## config.mk

```make
export PLATFORM = sky130hd
export DESIGN_NAME = bcd_display_mux
export DESIGN_NICKNAME = d
export VERILOG_FILES = /design/src/rtl/bcd_display_mux.sv
export SDC_FILE = /design/constraint.sdc
export NUM_CORES = 1
export LEC_CHECK = 0
export ABC_AREA = 0
export CAP_MARGIN = 30
export CELL_PAD_IN_SITES_DETAIL_PLACEMENT = 0
export CELL_PAD_IN_SITES_GLOBAL_PLACEMENT = 1
export CORE_ASPECT_RATIO = 0.75
export CORE_MARGIN = 5
export CORE_UTILIZATION = 37
export DETAILED_ROUTE_END_ITERATION = 6
export GPL_TIMING_DRIVEN = 0
export MAX_ROUTING_LAYER = met4
export PLACE_DENSITY_LB_ADDON = 0.3
export SYNTH_ARGS = -nofsm -noshare
export SYNTH_HDL_FRONTEND = slang
export SYNTH_SLANG_ARGS = --single-unit
```

## constraint.sdc

```tcl
create_clock -name Clock -period 1.7 [get_ports Clock]
set_input_delay 0.51 -clock Clock [delete_from_list [all_inputs] [get_ports Clock]]
set_output_delay 0.51 -clock Clock [all_outputs]
set_load 0.005 [all_outputs]
```

## src/rtl/bcd_display_mux.sv

```systemverilog
// Two-digit multiplexed 7-segment driver with per-frame digit snapshot and anti-ghost guard.
// Optional leading-zero blanking of the tens digit: define BCD_DISP_LZB_EN.
module bcd_display_mux #(
  parameter int REFRESH_DIV = 50000,
  parameter int GUARD       = 2,
  parameter int DIV_W       = 16
) (
  input  logic       Clock,
  input  logic       Clear,
  input  logic [3:0] BCD1,
  input  logic [3:0] BCD0,
  output logic [6:0] Seg,
  output logic [1:0] An,
  output logic       Frame
);

  typedef enum logic {D0 = 1'b0, D1 = 1'b1} slot_t;

  localparam logic [DIV_W-1:0] CNT_MAX = DIV_W'(REFRESH_DIV - 1);
  localparam logic [DIV_W-1:0] GUARD_C = DIV_W'(GUARD);

  logic [DIV_W-1:0] cnt;
  slot_t            slot;
  logic [3:0]       sh1, sh0;
  logic [3:0]       digit;
  logic [6:0]       seg_nxt;

  function automatic logic [6:0] dec(input logic [3:0] d);
    case (d)
      4'd0:    dec = 7'h40;
      4'd1:    dec = 7'h79;
      4'd2:    dec = 7'h24;
      4'd3:    dec = 7'h30;
      4'd4:    dec = 7'h19;
      4'd5:    dec = 7'h12;
      4'd6:    dec = 7'h02;
      4'd7:    dec = 7'h78;
      4'd8:    dec = 7'h00;
      4'd9:    dec = 7'h10;
      default: dec = 7'h3F;  // non-BCD codes show '-'
    endcase
  endfunction

  always_comb begin
    digit   = (slot == D0) ? sh0 : sh1;
    seg_nxt = dec(digit);
`ifdef BCD_DISP_LZB_EN
    if (slot == D1 && sh1 == 4'd0) seg_nxt = 7'h7F;
`endif
  end

  always_ff @(posedge Clock) begin
    if (Clear) begin
      cnt   <= '0;
      slot  <= D0;
      sh1   <= 4'd0;
      sh0   <= 4'd0;
      An    <= 2'b11;
      Seg   <= 7'h7F;
      Frame <= 1'b0;
    end else begin
      if (cnt == CNT_MAX) begin
        cnt  <= '0;
        slot <= (slot == D0) ? D1 : D0;
      end else begin
        cnt <= cnt + 1'b1;
      end
      // Snapshot both digits at frame start so the display never tears.
      if (cnt == '0 && slot == D0) begin
        sh1   <= BCD1;
        sh0   <= BCD0;
        Frame <= 1'b1;
      end else begin
        Frame <= 1'b0;
      end
      // Guard interval blanks anodes; it also hides the snapshot edge.
      if (cnt < GUARD_C) begin
        An  <= 2'b11;
        Seg <= 7'h7F;
      end else begin
        An  <= (slot == D0) ? 2'b10 : 2'b01;
        Seg <= seg_nxt;
      end
    end
  end

endmodule
```

==> run summary <==
# DRC -> 0
max-cap viol count -> 0
Pwr per Cell Area -> 921 nW/µm²
crit path kind -> flop to flop
ANT cells -> 0
total power -> 2.10 mW
Comb pwr share -> 14.4%
Slew headroom -> 66.4%
# hold bufs at CTS -> 0
clock latency at the later pin of the worst-skew pair -> 0.29 ns
CP startpoint -> cnt[9]
row count -> 21
drt first pass iters -> 4
Net Sw Frac -> 22.9%
crit-path cells -> or4_4, nor4_4, and3b_2, buf_6, mux2i_1
RSZ-0062 raised after global routing -> yes
R2R Path Start -> cnt[9]
global-route wire length before repair -> 5750 µm
clock skew -> 0.00511 ns
Chip Width -> 87.5 µm
Max stage delay cell, worst path -> or4_4
switching power -> 0.482 mW
post-DP HPWL -> 2390 µm
global placer's final weighted congestion -> 0.832
fraction of layout cells with a size suffix above 1 -> 21.3%
Clock H-tree levels -> 2
startpoint class of the critical path -> flop
status -> finished, violations left
Final #Nets -> 237
Placed Cells -> 259
Yosys warning total -> 0
clock transition at the registers of the reported paths -> 0.07 ns
post-detailed-routing wire length -> 3500 µm
Tot GR Track Use -> 13.1%
wire per inst -> 12.6 µm
fin cells -> 278
worst setup margin -> -0.0481 ns
number of port buffers -> 19
DR vias -> 1344
Peak Freq -> 572 MHz
post-synthesis sequential area ratio -> 42.0%
maximum VDD drop -> 0.000590 V
Inserted Clock Buffers -> 5
Arr. time, crit path -> 1.97 ns
# setup viols final -> 8
P_leak -> 0.879 nW
core area -> 4410 µm²
pin count of the biggest net entering global routing -> 13
worst slew pin tran -> 0.490 ns
synthesized cell area -> 1670 µm²
part of the power in registers -> 42.5%
Die Ht -> 68.1 µm
Yosys reg bits -> 35
full die area -> 5960 µm²
clock period minus worst slack -> 1.75 ns
Post-Synthesis Cells -> 183
DRT iter0 DRCs -> 96
Clock Path Buffers -> 2
hold path startpoint -> sh0[2]
clk sinks -> 35
P&R area growth vs syn -> 36.9%
Final ANT Viol Nets -> 0
internal power -> 1.62 mW
slowest stage delay, CP -> 0.54 ns
min-delay worst type -> flop to flop
Initial Util -> 37.8%
Req. time, crit path -> 1.93 ns
failing checks -> negative setup slack
Synth cell types -> 32
endpoints failing hold -> 0
Yosys top cell by area -> dfxtp_1
Mapped Avg Cell Area -> 9.11 µm²
synth top area cells -> dfxtp_1, mux2i_1, nand2b_1
Critical Path End Type -> flop
Ports -> 20
initial antenna violation count -> 0
max-slew violation count -> 0
syn_nets -> 200
Overflow after GRT -> 0
vias in the first global route -> 1256
post-synth top area share -> 42.0%
CTS tree -> built
worst-path maximum fanout -> 5
Clock Power Share -> 43.1%
Final Cycle Share -> 103%
via/cell ratio -> 4.83
root buffer cell -> clkbuf_8
## layout by cell type, fill, tap and decap left out, types with 3 or more instances in the layout
cell type / netlist / final
buf_6: 2 / 4
clkbuf_8: 0 / 5
nand3_1: 7 / 7
xnor2_1: 10 / 10
dfxtp_2: 0 / 5
xor2_1: 3 / 3
mux2i_1: 12 / 10
nand2b_1: 18 / 18
dfxtp_1: 35 / 27
inv_1: 9 / 9
nand4_1: 7 / 7
nor4_1: 3 / 3
clkdlybuf4s50_1: 0 / 19
buf_4: 1 / 11
ha_1: 7 / 6
a21oi_1: 7 / 5
o21ai_0: 6 / 6
nand2_1: 8 / 8
dfxtp_4: 0 / 3
nor2_1: 21 / 21
## worst paths after layout
path | to | slack [ns] | cells after the start
max | sh1[1] | -0.05 | 5
min | sh0[2] | 0.48 | 2
max reg2reg | sh1[1] | -0.05 | 5
min reg2reg | sh0[2] | 0.48 | 2
## through the flow
| step | area, µm² | worst slack [ns] | TNS (ns) | utilization, % | hold slack [ns] |
|---|---|---|---|---|---|
| 3_3_place_gp | 1940 | -0.289 | -4.84 | 44.0 | 0.458 |
| 5_1_grt | 2280 | -0.142 | -0.944 | 51.7 | 0.496 |
| 3_5_place_dp | 1940 | -0.319 | -4.98 | 44.0 | 0.464 |
| 2_1_floorplan | 1680 | 0.00437 | 0 | - | 0.445 |
| 6_report | 2280 | -0.0481 | -0.274 | 51.7 | 0.482 |
| 4_1_cts | 2150 | -0.0775 | -0.463 | 48.8 | 0.469 |
## registers in the layout (all words and copies together) (netlist names)
register and cells:
cnt 16, Seg 7, sh0 4, sh1 4, An 2, Frame 1
slot 1
## worst max-delay path: cells and delay by family (launching register included)
kind,cells,cell delay [ns]
flops,1,0.34
buf+inv,1,0.14
mux,1,0.17
simple gates,3,1.03
## final cells by class
class                   instances  area [µm²]
well taps                      57        71.3
inverters                       9        33.8
flip-flops and latches         35         718
repair buffers                 32         309
fillers                       412        2130
multi-input cells             131         956
clock buffers                   5        68.8
plain buffers                   6        56.3
clock inverters                 3        67.6
## Yosys cell counts
library cell	instances
dfxtp_1	35
nor2_1	21
nand2b_1	18
mux2i_1	12
xnor2_1	10
inv_1	9
nand2_1	8
a21oi_1	7
ha_1	7
nand3_1	7
nand4_1	7
o21ai_0	6
clkbuf_1	5
nor4_1	3
or4_1	3
xor2_1	3
and3_1	2
buf_6	2
mux2_2	2
nor4_2	2
o31ai_1	2
or3_1	2
and2b_1	1
and3b_1	1
and4_1	1
buf_4	1
nor3_1	1
o21a_1	1
o22ai_1	1
or2_1	1
or2_2	1
or4_4	1
## metal layers
metal,vias to the layer above,wire [µm],track usage [%]
li1,698,-,-
met1,609,1850,16.9
met2,32,1460,19.1
met3,5,148,4.45
met4,0,42,4.60
met5,-,0,-
## repair_timing
action                     in CTS  in global routing
buffers inserted                3                  8
gates resized for setup        15                 14
hold endpoints to repair        0                  0
gates cloned                    1                  1
setup endpoints to repair      31                 29
pin swaps                       4                  2
## logic make-up (layout without fill, tap and decap cells)
kind of cell	count (synthesis)	after routing	share of synthesized area (%)
simple gates	80	80	26.7
flops	35	35	42.0
compound gates	17	17	5.63
buf+inv	17	55	4.96
mux	14	14	8.56
xor+xnor	13	13	6.83
fa+ha+maj	7	7	5.26
## power by group through the flow
| stage | combinational [mW] | sequential (mW) | clock [mW] |
|---|---|---|---|
| final | 0.303 | 0.893 | 0.904 |
| after CTS | 0.277 | 0.895 | 0.922 |
| after detailed placement | 0.263 | 0.908 | 0 |
| after global placement | 0.256 | 0.906 | 0 |
| after global routing | 0.338 | 0.899 | 0.954 |
| after floorplan | 0.164 | 0.906 | 0 |
Power figures use the tool's default switching activity.
